**src/rtl/mem_port_arbiter.sv**
```systemverilog
// Round-robin arbiter that shares the single memory port between fetch (F) and the LSU (L).
// A watchdog aborts grants that memory never completes and flags them with err_o.
module mem_port_arbiter #(
  parameter int unsigned TIMEOUT_CYCLES = 64
) (
  input  logic        clk_i,
  input  logic        rst_i,
  input  logic        f_valid_i,
  input  logic [31:0] f_addr_i,
  output logic        f_ready_o,
  input  logic        l_valid_i,
  input  logic [31:0] l_addr_i,
  input  logic [31:0] l_wdata_i,
  input  logic [3:0]  l_wstrb_i,
  output logic        l_ready_o,
  output logic [31:0] rdata_o,
  output logic        err_o,
  output logic [1:0]  grant_o,
  output logic [31:0] mem_addr_o,
  output logic [31:0] mem_wdata_o,
  output logic [3:0]  mem_wstrb_o,
  output logic        mem_valid_o,
  input  logic        mem_ready_i,
  input  logic [31:0] mem_rdata_i
);

  typedef enum logic [1:0] {
    StIdle   = 2'd0,
    StGrantF = 2'd1,
    StGrantL = 2'd2
  } state_e;

  // A zero timeout disables the watchdog entirely.
  localparam bit          WdogEn      = (TIMEOUT_CYCLES != 0);
  localparam logic [15:0] TimeoutLast = 16'(TIMEOUT_CYCLES - 1);

  state_e      r_state;
  logic        r_last_l;
  logic [15:0] r_cnt;

  logic w_granted;
  logic w_timeout;
  logic w_done;

  assign w_granted = (r_state == StGrantF) || (r_state == StGrantL);
  assign w_timeout = WdogEn && w_granted && !mem_ready_i && (r_cnt == TimeoutLast);
  assign w_done    = w_granted && (mem_ready_i || w_timeout);

  always_ff @(posedge clk_i or posedge rst_i) begin
    if (rst_i) begin
      r_state  <= StIdle;
      r_last_l <= 1'b1;
      r_cnt    <= 16'd0;
    end else begin
      case (r_state)
        StIdle: begin
          // On a tie the port not granted last wins.
          if (f_valid_i && (!l_valid_i || r_last_l)) begin
            r_state  <= StGrantF;
            r_last_l <= 1'b0;
            r_cnt    <= 16'd0;
          end else if (l_valid_i) begin
            r_state  <= StGrantL;
            r_last_l <= 1'b1;
            r_cnt    <= 16'd0;
          end
        end
        StGrantF, StGrantL: begin
          if (w_done) begin
            r_state <= StIdle;
          end else begin
            r_cnt <= r_cnt + 16'd1;
          end
        end
        default: r_state <= StIdle;
      endcase
    end
  end

  always_comb begin
    grant_o     = 2'b00;
    mem_valid_o = 1'b0;
    mem_addr_o  = 32'd0;
    mem_wdata_o = 32'd0;
    mem_wstrb_o = 4'd0;
    f_ready_o   = 1'b0;
    l_ready_o   = 1'b0;
    err_o       = 1'b0;
    case (r_state)
      StGrantF: begin
        grant_o     = 2'b01;
        mem_valid_o = 1'b1;
        mem_addr_o  = f_addr_i;
        f_ready_o   = w_done;
        err_o       = w_timeout;
      end
      StGrantL: begin
        grant_o     = 2'b10;
        mem_valid_o = 1'b1;
        mem_addr_o  = l_addr_i;
        mem_wdata_o = l_wdata_i;
        mem_wstrb_o = l_wstrb_i;
        l_ready_o   = w_done;
        err_o       = w_timeout;
      end
      default: ;
    endcase
  end

  assign rdata_o = mem_rdata_i;

endmodule

```
**config.mk**
```make
export PLATFORM = sky130hd
export DESIGN_NAME = mem_port_arbiter
export DESIGN_NICKNAME = d
export VERILOG_FILES = /design/src/rtl/mem_port_arbiter.sv
export SDC_FILE = /design/constraint.sdc
export NUM_CORES = 1
export LEC_CHECK = 0
export CORE_MARGIN = 8
export CORE_UTILIZATION = 29
export CTS_BUF_LIST = sky130_fd_sc_hd__clkbuf_8 sky130_fd_sc_hd__clkbuf_16
export CTS_CLUSTER_DIAMETER = 60
export CTS_CLUSTER_SIZE = 12
export DETAILED_ROUTE_END_ITERATION = 10
export HOLD_SLACK_MARGIN = 0.15
export PLACE_DENSITY = 0.9
export SYNTH_ARGS = -nofsm -noshare
export SYNTH_HDL_FRONTEND = slang
export SYNTH_SLANG_ARGS = --single-unit
export TNS_END_PERCENT = 100
```
**constraint.sdc**
```tcl
create_clock -name clk_i -period 3.06 [get_ports clk_i]
set_input_delay 0.918 -clock clk_i [delete_from_list [all_inputs] [get_ports clk_i]]
set_output_delay 0.918 -clock clk_i [all_outputs]
set_load 0.01 [all_outputs]
```
# Word level (Yosys, flattened, before mapping)
# Index checks and enable logic that the tools add are counted.
[classes]
eq_ne = 6
reduce_logical = 16
addsub = 1
mux = 18
[op_table]
columns = ["op", "count"]
rows = [
  ["$pmux 32 s2", 1],
  ["$mux 16", 3],
  ["$mux 32", 1],
  ["$pmux 16 s2", 1],
  ["$add 16x1->16 const B", 1],
  ["$eq 16x6->1 const B", 1],
  ["$pmux 2 s2", 2],
  ["$mux 1", 6],
  ["$mux 2", 3],
  ["$logic_and 1x1->1", 4],
  ["$mux 4", 1],
  ["$reduce_and 2->1", 2],
  ["$reduce_bool 2->1", 2],
  ["$logic_or 1x1->1", 3],
  ["$ne 3x3->1 const B", 1],
  ["$reduce_and 3->1", 1],
  ["$eq 2x1->1 const B", 1],
  ["$eq 2x2->1 const B", 1],
  ["$logic_not 1->1", 2],
  ["$logic_not 2->1", 1],
  ["$ne 2x1->1 const B", 1],
  ["$ne 2x2->1 const B", 1],
  ["$reduce_or 2->1", 1],
]
[word_totals]
elab_cells = 44
input_bits = 137
regBits = 19
out_inout_bits = 106

# Logic depth before layout (Yosys ltp)
[depth]
ltp_word = 8
ltp_mapped = 9
depth_no_buf = 6

# Worst setup path before layout
# No wires, ideal clock.
[synth_path]
path_kind = "flip-flop to output port"
start = "register r_cnt[0]"
end = "output err_o"
path_stages_with_launch = 7
t_arrival_ns = 2.003
path_buffers = 2
path_slack_ns = 0.139
path_cell_list = "dfrtp_1 > ha_1 > buf_2 > or4b_1 > or4_4 > buf_2 > nor2_1"
[synth_between]
elab_chain_len = 3
[synth_rtl]
columns = ["element", "line", "rtl"]
rows = [
  ["from (decl)", "39", "logic [15:0] r_cnt;"],
  ["from (signal assigned)", "72", "r_cnt <= r_cnt + 16'd1;"],
  ["$eq 16x6->1", "46", "assign w_timeout = WdogEn && w_granted && !mem_ready_i && (r_cnt == TimeoutLast);"],
  ["$logic_and 1x1->1", "46", ""],
  ["$mux 1", "89", "case (r_state)"],
  ["to (decl)", "17", "output logic err_o,"],
]
# Every way passes these cells.

# Final worst setup path
[layout_path]
start = "input l_wdata_i[17]"
end = "output mem_wdata_o[17]"
[layout_between]
elab_chain_len = 1
[layout_rtl]
columns = ["element", "line", "rtl"]
rows = [
  ["from (decl)", "13", "input logic [31:0] l_wdata_i,"],
  ["$mux 32", "89", ""],
  ["to (decl)", "20", "output logic [31:0] mem_wdata_o,"],
]
# Every way passes these cells.

==> impl_metrics.csv <==
group,metric,value,unit
pwr,power.switching,1030,uW
drt,top_layer,"met4",
worst_hold_path,hold_class,"flop to flop",
die,dieHeight,104,um
timing,setup_tns,0,ps
setup_path,critPathLaunchType,"input pin",
pwr,pwr-share-clk,0.075,
die,pin_count,243,
global_route,grt_overflow,0,
timing,fin_worst_skew,1.04,ps
synthesis,synth_cell_types,42,
synthesis,synthTopCellsByArea,"dfrtp_1 20%, a22oi_1 11%, buf_4 11%",
timing,fmax,329,MHz
synthesis,synth_fp_nets,440,
status,outcome,"complete, no violations",
drt,dr_wl_met3,1050,um
placed_design,dpl.hpwl,9480,um
timing,hold_viol_final,0,
timing,timing.slew.headroom,0.483,
flow_run,maxCapViolations,0,
placed_design,place.gp.congestion,0.916,
cells_and_area,nNetsFinal,591,
global_route,grt_pass1_vias,2757,
synthesis,avgSynthCellArea,7.63,um2
setup_path,required,2140,ps
cells_and_area,postLayoutCellArea,0.00417,mm2
placed_design,numPortBuffers,178,
cells_and_area,final_util,0.546,
timing,drv_slew,0,
clocking,cts_root_buf,"clkbuf_8",
clocking,cts_made_buffers,3,
synthesis,synth-edff-count,0,
die,start_util,0.296,
setup_path,worstPathMaxFanout,1,
worst_hold_path,whs_path_depth,2,
clocking,insertion_delay,260,ps
clocking,cts_hold_buf,0,
setup_path,critical_path_buf_inv_count,2,
drt,drt_pass1_iterations,4,
drt,first_iter_violations,201,
pwr,p_int,1390,uW
drt,drt-total-wl,11500,um
setup_path,crit_path_frequent_cell,"clkdlybuf4s50_1",
pwr,pwr_density_cell,579,mW/mm2
synthesis,syn_area,0.00227,mm2
cells_and_area,synthToLayoutAreaGrowth,84.1,%
global_route,grt_pass1_wl,16800,um
setup_path,worstSetupEndpointType,"primary output",
pwr,p_seq_frac,0.135,
timing,fin_crit,3040,ps
clocking,cts_tree,"yes",
clocking,h-tree-depth,1,
setup_path,cpPeakStageDelay,580,ps
pwr,p_sw_frac,0.426,
die,coreArea,0.00765,mm2
global_route,antenna_found_initial,0,
synthesis,yosysWarnings,0,
synthesis,synth_top_area_share,0.199,
setup_path,arrival,2130,ps
cells_and_area,antennaDiodeCount,0,
synthesis,synth_cells,297,
cells_and_area,drive_gt1_frac,0.0940,
cells_and_area,multi_input_area,0.00144,mm2
pwr,peakVddDrop,0.297,mV
setup_path,cp_top_family,"buffers and inverters",
drt,drt-met1-wl,4290,um
placed_design,placed_area,0.00405,mm2
synthesis,ys_seq_area_frac,0.210,
clocking,clkTransAtPathRegs,70,ps
timing,period_share,0.995,
cells_and_area,register_area,477,um2
drt,wl_met2,5940,um
setup_path,critPathSlowestCell,"clkdlybuf4s50_1",
synthesis,yosysTopAreaCell,"dfrtp_1",
cells_and_area,n_fill_cell,684,
drt,via_per_inst,5.17,
timing,rsz0062_at_grt,"true",
setup_path,path_cells,"clkdlybuf4s50_1 > and2_1 > clkdlybuf4s50_1",
synthesis,synthArstFlopShare,1.00,
pwr,p_leak,0.00198,uW
drt,antenna_left,0,
setup_path,reg2reg_depth,7,
synthesis,ys_seq_elements,19,
timing,setup_viol,0,
timing,worst_pin_slew,774,ps
drt,num_vias,2837,
global_route,grt.total_usage,0.195,
drt,route.detailed.drc,0,
die,die_area,0.0109,mm2
global_route,grt_max_degree,36,
clocking,clock_path_buffers,2,
clocking,clock-sinks,19,
die,rows,32,
drt,routedWlPerCell,20.9,um
pwr,combinationalPowerShare,0.791,
setup_path,crit_cells,3,
synthesis,ys.flop_type,"dfrtp_1",
setup_path,crit_type,"input pin to primary output",
die,die_w,104,um
-- metrics by stage --
| step | instances | setup slack, ps | total power [uW] | hold WS, ps |
|---|---|---|---|---|
| after floorplan | 297 | 139 | 1300 | 459 |
| after global placement | 543 | -107 | 2190 | 478 |
| after detailed placement | 543 | -152 | 2230 | 511 |
| after CTS | 549 | 0.624 | 2440 | 522 |
| after global routing | 549 | -20.4 | 2590 | 547 |
| final | 549 | 16.7 | 2420 | 514 |
-- per-layer routing --
layer / GRT usage / vias up
li1: - / 1334
met4: 0.0476 / 0
met3: 0.0719 / 15
met1: 0.203 / 1346
met5: 0 / -
met2: 0.357 / 142
-- power groups by stage --
stage | clock [uW] | sequential (uW) | combinational [uW]
finish | 180 | 326 | 1910
global route | 197 | 334 | 2060
CTS | 183 | 326 | 1930
detailed placement | 0 | 331 | 1900
global placement | 0 | 326 | 1860
floorplan | 0 | 321 | 977
-- worst reg2reg max path, cell delays in order (launching register included) --
cell     delay [ps]
dfrtp_1         410
inv_1           120
ha_4            360
or4b_2          610
nor4_2          200
nor2_1          130
buf_4           180
a31oi_1         180
-- cell families after synthesis --
group / after synthesis / synth area share
XOR/XNOR: 2 / 0.00773
flip-flops: 19 / 0.210
AND/OR/NAND/NOR: 125 / 0.337
adder cells (fa/ha/maj): 6 / 0.0331
buffers and inverters: 68 / 0.170
AO/OA/AOI/OAI: 77 / 0.242
-- final timing paths --
| check | from | end | slack, ps |
|---|---|---|---|
| setup / recovery | l_wdata_i[17] | mem_wdata_o[17] | 20 |
| hold / removal | r_last_l | r_last_l | 510 |
| setup reg to reg | r_state[1] | r_cnt[13] | 800 |
| hold reg to reg | r_last_l | r_last_l | 510 |
| max in group asynchronous | rst_i | r_cnt[9] | 1530 |
| min in group asynchronous | rst_i | r_state[1] | 1070 |
-- layout by cell type, fill, tap and decap left out, types with 3 or more instances in the layout --
cell type,count
dlygate4sd2_1,23
a22oi_1,32
clkdlybuf4s50_1,135
o21ai_0,10
and3_1,6
nor2b_1,32
dlymetal6s2s_1,18
nand2_1,9
a31oi_1,12
clkbuf_8,3
a21oi_1,3
buf_12,3
buf_4,22
nand3_1,11
nor2_1,7
inv_1,9
o22ai_1,3
dfrtp_1,18
nand4_1,7
ha_1,4
and2_1,37
a41oi_1,5
-- cell type report --
| class | instances | share of cell area |
|---|---|---|
| Clock buffer | 3 | 0.00989 |
| Clock inverter | 1 | 0.00120 |
| Inverter | 10 | 0.00899 |
| Multi-Input combinational cell | 210 | 0.344 |
| Sequential cell | 19 | 0.114 |
| Tap cell | 102 | 0.0306 |
| Timing Repair Buffer | 204 | 0.491 |
-- repair_timing --
action	in CTS	in global routing
pin swaps	1	1
endpoints found under the setup margin	35	36
resized for setup	33	20
gates cloned	1	0
setup buffers	1	0
-- Yosys cell counts (all sizes together), types with 6 or more instances --
cell    count
o21ai      11
a31oi      12
inv        10
a22oi      32
buf        35
nor2b      32
dfrtp      18
clkbuf     23
nand4       7
nand2       9
nor2        8
nand3      11
and2       37
ha          6
and3        6
-- state kept, by name (all words and copies together) (netlist names) --
name,count
r_state,2
r_last_l,1
r_cnt,16
No activity file was read; power rests on OpenSTA's default activity.
